**config.mk**
```make
export PLATFORM = sky130hd
export DESIGN_NAME = multicycle_controller
export DESIGN_NICKNAME = d
export VERILOG_FILES = /design/src/rtl/multicycle_controller.sv
export SDC_FILE = /design/constraint.sdc
export NUM_CORES = 1
export LEC_CHECK = 0
export CAP_MARGIN = 20
export CORE_MARGIN = 5
export CORE_UTILIZATION = 40
export DETAILED_ROUTE_END_ITERATION = 8
export PLACE_DENSITY = 0.72
export REMOVE_ABC_BUFFERS = 1
export SLEW_MARGIN = 5
export SYNTH_ARGS = -nofsm -noshare
export SYNTH_HDL_FRONTEND = slang
export SYNTH_SLANG_ARGS = --single-unit
```
**constraint.sdc**
```tcl
create_clock -name CLK -period 1.7 [get_ports CLK]
set_input_delay 0.34 -clock CLK [delete_from_list [all_inputs] [get_ports CLK]]
set_output_delay 0.34 -clock CLK [all_outputs]
set_load 0.005 [all_outputs]
```
**src/rtl/multicycle_controller.sv**
```systemverilog
// Multicycle MIPS control FSM: sequences FETCH/DECODE/EXEC/MEM/WB and decodes datapath controls
// from the registered state. It also counts retired instructions and latches fault codes.
module multicycle_controller #(
  parameter int unsigned CNT_W       = 16,
  parameter int unsigned MEM_TIMEOUT = 15
) (
  input  logic             CLK,
  input  logic             RST,
  input  logic [5:0]       Op,
  input  logic             Zf,
  input  logic             mem_ready,
  output logic             pc_we,
  output logic [1:0]       pc_src,
  output logic             ir_we,
  output logic             aluSrcA,
  output logic [1:0]       aluSrcB,
  output logic [2:0]       ALU_op,
  output logic             regDst,
  output logic             Demuxo,
  output logic             BRWe,
  output logic             ReMD,
  output logic             WeMD,
  output logic [3:0]       state,
  output logic [CNT_W-1:0] instr_count,
  output logic [1:0]       fault
);

  localparam int unsigned WAIT_W = (MEM_TIMEOUT < 2) ? 1 : $clog2(MEM_TIMEOUT + 1);

  localparam logic [5:0] OP_RTYPE = 6'b000000;
  localparam logic [5:0] OP_ADDI  = 6'b001000;
  localparam logic [5:0] OP_ANDI  = 6'b001100;
  localparam logic [5:0] OP_ORI   = 6'b001101;
  localparam logic [5:0] OP_SLTI  = 6'b001010;
  localparam logic [5:0] OP_LW    = 6'b100011;
  localparam logic [5:0] OP_SW    = 6'b101011;
  localparam logic [5:0] OP_BEQ   = 6'b000100;
  localparam logic [5:0] OP_J     = 6'b000010;

  localparam logic [1:0] FAULT_NONE    = 2'b00;
  localparam logic [1:0] FAULT_ILLEGAL = 2'b01;
  localparam logic [1:0] FAULT_TIMEOUT = 2'b10;

  typedef enum logic [3:0] {
    FETCH    = 4'd0,
    DECODE   = 4'd1,
    EXEC_R   = 4'd2,
    EXEC_I   = 4'd3,
    MEM_ADDR = 4'd4,
    MEM_RD   = 4'd5,
    MEM_WR   = 4'd6,
    WB_ALU   = 4'd7,
    WB_MEM   = 4'd8,
    BRANCH   = 4'd9,
    JUMP     = 4'd10,
    HALT     = 4'd15
  } state_t;

  state_t             state_q;
  logic [5:0]         op_q;
  logic [WAIT_W-1:0]  wait_cnt;
  logic [CNT_W-1:0]   count_q;
  logic [1:0]         fault_q;

  // Sequencing, memory wait tracking, retire counter and fault latch
  always_ff @(posedge CLK) begin
    if (RST) begin
      state_q  <= FETCH;
      op_q     <= 6'd0;
      wait_cnt <= '0;
      count_q  <= '0;
      fault_q  <= FAULT_NONE;
    end else begin
      case (state_q)
        FETCH: state_q <= DECODE;
        DECODE: begin
          op_q <= Op;
          case (Op)
            OP_RTYPE:                         state_q <= EXEC_R;
            OP_ADDI, OP_ANDI, OP_ORI, OP_SLTI: state_q <= EXEC_I;
            OP_LW, OP_SW:                     state_q <= MEM_ADDR;
            OP_BEQ:                           state_q <= BRANCH;
            OP_J:                             state_q <= JUMP;
            default: begin
              state_q <= HALT;
              fault_q <= FAULT_ILLEGAL;
            end
          endcase
        end
        EXEC_R, EXEC_I: state_q <= WB_ALU;
        MEM_ADDR: state_q <= (op_q == OP_LW) ? MEM_RD : MEM_WR;
        MEM_RD, MEM_WR: begin
          if (mem_ready) begin
            wait_cnt <= '0;
            if (state_q == MEM_RD) begin
              state_q <= WB_MEM;
            end else begin
              state_q <= FETCH;
              count_q <= count_q + CNT_W'(1);
            end
          end else if (wait_cnt == WAIT_W'(MEM_TIMEOUT)) begin
            wait_cnt <= '0;
            state_q  <= HALT;
            fault_q  <= FAULT_TIMEOUT;
          end else begin
            wait_cnt <= wait_cnt + WAIT_W'(1);
          end
        end
        WB_ALU, WB_MEM, BRANCH, JUMP: begin
          state_q <= FETCH;
          count_q <= count_q + CNT_W'(1);
        end
        HALT: state_q <= HALT;
        default: state_q <= HALT;
      endcase
    end
  end

  // Moore decode of datapath controls; reset masks everything but the state code
  always_comb begin
    pc_we   = 1'b0;
    pc_src  = 2'b00;
    ir_we   = 1'b0;
    aluSrcA = 1'b0;
    aluSrcB = 2'b00;
    ALU_op  = 3'b000;
    regDst  = 1'b0;
    Demuxo  = 1'b0;
    BRWe    = 1'b0;
    ReMD    = 1'b0;
    WeMD    = 1'b0;
    if (!RST) begin
      case (state_q)
        FETCH: begin
          ir_we   = 1'b1;
          pc_we   = 1'b1;
          aluSrcB = 2'b01;
        end
        DECODE: aluSrcB = 2'b11;
        EXEC_R: begin
          aluSrcA = 1'b1;
          ALU_op  = 3'b010;
        end
        EXEC_I: begin
          aluSrcA = 1'b1;
          aluSrcB = 2'b10;
          case (op_q)
            OP_ANDI: ALU_op = 3'b101;
            OP_ORI:  ALU_op = 3'b100;
            OP_SLTI: ALU_op = 3'b011;
            default: ALU_op = 3'b000;
          endcase
        end
        MEM_ADDR: begin
          aluSrcA = 1'b1;
          aluSrcB = 2'b10;
        end
        MEM_RD: ReMD = 1'b1;
        MEM_WR: WeMD = 1'b1;
        WB_ALU: begin
          BRWe   = 1'b1;
          Demuxo = 1'b1;
          regDst = (op_q == OP_RTYPE);
        end
        WB_MEM: BRWe = 1'b1;
        BRANCH: begin
          aluSrcA = 1'b1;
          ALU_op  = 3'b001;
          pc_src  = 2'b01;
          pc_we   = Zf;
        end
        JUMP: begin
          pc_src = 2'b10;
          pc_we  = 1'b1;
        end
        default: ;
      endcase
    end
  end

  assign state       = state_q;
  assign instr_count = RST ? '0 : count_q;
  assign fault       = RST ? FAULT_NONE : fault_q;

endmodule

```
==> results of run 1 <==
[cell families (layout without fill, tap and decap cells)]
logic type	count (synthesis)	after routing	synth area share, %
and+or+nand+nor	130	130	34.8
buffers and inverters	21	126	4.71
muxes	25	25	14.1
xor gates and xnor gates	3	3	1.24
adders and majority gates	2	2	1.18
AOI/OAI and AO/OA	39	39	13.8
DFF	32	32	30.2
[state kept, by name (all words and copies together), names as in the netlist]
| register | cells |
|---|---|
| wait_cnt | 4 |
| state | 4 |
| op_q | 6 |
| fault_q | 2 |
| count_q | 16 |
[layout make-up]
cell class                 count  area share (%)
inverter                       4           0.408
clock buffer                   7            2.62
timing repair buffer         114            27.9
tap                           70            2.38
clock inverter                 1           0.817
multi-input combinational    199            47.8
sequential                    32            18.0
[power by group]
group	total [mW]	internal, mW	switching, mW
Clock	0.829	0.518	0.311
Sequential	1.08	0.895	0.181
Combinational	2.77	1.46	1.31
[stage by stage]
| stage | cell area (um^2) | hold slack (ns) | power [mW] |
|---|---|---|---|
| after detailed placement | 3020 | 0.468 | 3.12 |
| after floorplan | 2040 | 0.406 | 2.00 |
| after global routing | 3680 | 0.439 | 4.90 |
| after CTS | 3530 | 0.410 | 4.39 |
| final | 3680 | 0.427 | 4.67 |
| after global placement | 3020 | 0.462 | 3.08 |
[worst max-delay path, cell delays in order, from the launching register on]
cell	delay [ns]
dfxtp_4	0.38
nor3_4	0.18
nand4_1	0.15
buf_4	0.17
nor4_4	0.13
buf_2	0.16
[final timing paths]
path                             startpoint     endpoint  slack (ns)  cells after the start
worst min-delay path                    RST      op_q[5]        0.43                      3
worst max-delay path               state[3]    ALU_op[2]       -0.10                      5
worst max register to register     state[0]   count_q[4]       -0.08                      6
worst min register to register  wait_cnt[1]  wait_cnt[1]        0.50                      2
[Yosys cell counts, drive strengths merged, types with 2 or more instances]
master | number | area (um^2)
a2111oi | 2 | 17.5
a211o | 2 | 17.5
a21oi | 10 | 50.1
a31oi | 2 | 12.5
and3 | 3 | 18.8
and4 | 2 | 17.5
buf | 11 | 62.6
clkbuf | 6 | 22.5
dfxtp | 32 | 641
ha | 2 | 25.0
inv | 4 | 15.0
mux2 | 15 | 199
mux2i | 10 | 100
nand2 | 14 | 52.6
nand2b | 11 | 68.8
nand3 | 8 | 40.0
nand3b | 2 | 15.0
nand4 | 3 | 18.8
nor2 | 32 | 120
nor2b | 19 | 119
nor3 | 16 | 110
nor4 | 8 | 56.3
nor4b | 3 | 41.3
o21ai | 7 | 35.0
o31a | 2 | 18.8
or2 | 2 | 12.5
or3 | 3 | 18.8
xnor2 | 2 | 17.5
[metal layers]
| metal | track usage (%) | wire, um | up-vias |
|---|---|---|---|
| li1 | - | - | 1114 |
| met1 | 25.1 | 3260 | 1167 |
| met2 | 38.0 | 4230 | 85 |
| met3 | 3.86 | 348 | 21 |
| met4 | 10.3 | 192 | 0 |
| met5 | 0 | 0 | - |
[repair_timing]
item | 4_1_cts | 5_1_grt
pin swaps | 19 | 18
gates cloned | 3 | 0
setup buffers | 11 | 2
setup endpoints to repair | 53 | 38
resized for setup | 155 | 38
==> results.sh, run 1 <==
export IMPL_yosysWarnings=0
export IMPL_cts_root_buf="clkbuf_8"
export IMPL_grt_antenna_before_repair=0
export IMPL_layout_min_cycle_time_ns=1.80
export IMPL_syn_to_final_growth_pct=73.2
export IMPL_core_rowCount=26
export IMPL_violations="setup timing"
export IMPL_tns_ns=-1.18
export IMPL_worstSkewPairLatency_ns=0.29
export IMPL_first_iter_violations=131
export IMPL_finalNonFillerCells=427
export IMPL_finalCritPeriodShare_pct=106
export IMPL_fp_coreArea_um2=5140
export IMPL_crit_required_ns=1.36
export IMPL_clkTransAtPathRegs_ns=0.07
export IMPL_ant_nets=0
export IMPL_layout_setup_ws_ns=-0.104
export IMPL_clock_fmax_mhz=554
export IMPL_final_setup_viol_count=24
export IMPL_clock_path_buffers=2
export IMPL_cts_tree="done"
export IMPL_register_area_um2=662
export IMPL_drc=0
export IMPL_layout_common_cells="buf_4, nor2_1, dfxtp_1, dlygate4sd2_1, mux2_4"
export IMPL_critPathLaunchType="flop"
export IMPL_critPathArrivalTime_ns=1.46
export IMPL_htreeDepth=2
export IMPL_yosys_register_bits=32
export IMPL_multi_input_area_um2=1760
export IMPL_die_area_um2=6860
export IMPL_synth_cell_type_count=56
export IMPL_async_flop_share_pct=0
export IMPL_syn_avg_cell_area_um2=8.43
export IMPL_hold_path_class="in2reg"
export IMPL_cts_hold_buf=0
export IMPL_crit_fanout=6
export IMPL_finClkSkew_ns=0.0130
export IMPL_dp_cells=405
export IMPL_relSlewSlack_pct=54.8
export IMPL_routed_wl_um=8040
export IMPL_final_common_cell="buf_4"
export IMPL_fp_dieW_um=82.9
export IMPL_critPathKind="reg2out"
export IMPL_floorplan_initialDensity_pct=41.3
export IMPL_final_fill_count=370
export IMPL_gp_congestion=0.839
export IMPL_maxCapViolCount=0
export IMPL_peakVddDrop_mv=0.765
export IMPL_synth_edf_count=0
export IMPL_pwr_density_cell_nw_per_um2=1270
export IMPL_clock_sinks=32
export IMPL_diodes=0
export IMPL_syn_area_um2=2120
export IMPL_portBuffers=46
export IMPL_place_ws_ns=-0.416
export IMPL_finalHoldViolations=0
export IMPL_layout_drive_gt1_share_pct=47.9
export IMPL_io_pins=47
export IMPL_synth_cells=252
export IMPL_worst_setup_path_end_kind="output pin"
export IMPL_grt_pass1_vias=2458
export IMPL_layout_nets=368
export IMPL_yosysSeqAreaShare_pct=30.2
export IMPL_hpwlAfterDp_um=4340
export IMPL_status="finished, violations left"
export IMPL_final_util_pct=71.5
export IMPL_vias=2387
export IMPL_cts_buffers=5
export IMPL_routedWlPerCell_um=18.8
export IMPL_leakagePower_nw=1.70
export IMPL_grt_max_degree=27
export IMPL_grt_overflow=0
export IMPL_detail_route_first_pass_iterations=4
export IMPL_tightest_slew_ns=0.676
export IMPL_die_y_um=82.9
export IMPL_grt_setup_unrepaired="true"
export IMPL_grt_pass1_wl_um=12300
export IMPL_maxSlewViolCount=0
export IMPL_synth_ff_type="dfxtp_1"
export IMPL_grt_usage_pct=21.6
export IMPL_post_drt_via_cell_ratio=5.59
(Power assumes the default switching activity.)
==> run 2: changes to the inputs <==
--- a/config.mk
+++ b/config.mk
@@ -5,10 +5,10 @@
 export SDC_FILE = /design/constraint.sdc
 export NUM_CORES = 1
 export LEC_CHECK = 0
-export CAP_MARGIN = 20
 export CORE_MARGIN = 5
 export CORE_UTILIZATION = 40
 export DETAILED_ROUTE_END_ITERATION = 8
+export GPL_ROUTABILITY_DRIVEN = 0
 export PLACE_DENSITY = 0.72
 export REMOVE_ABC_BUFFERS = 1
 export SLEW_MARGIN = 5
==> results of run 2 <==
The final DEF is identical to that of run 1; final timing and power are the same.
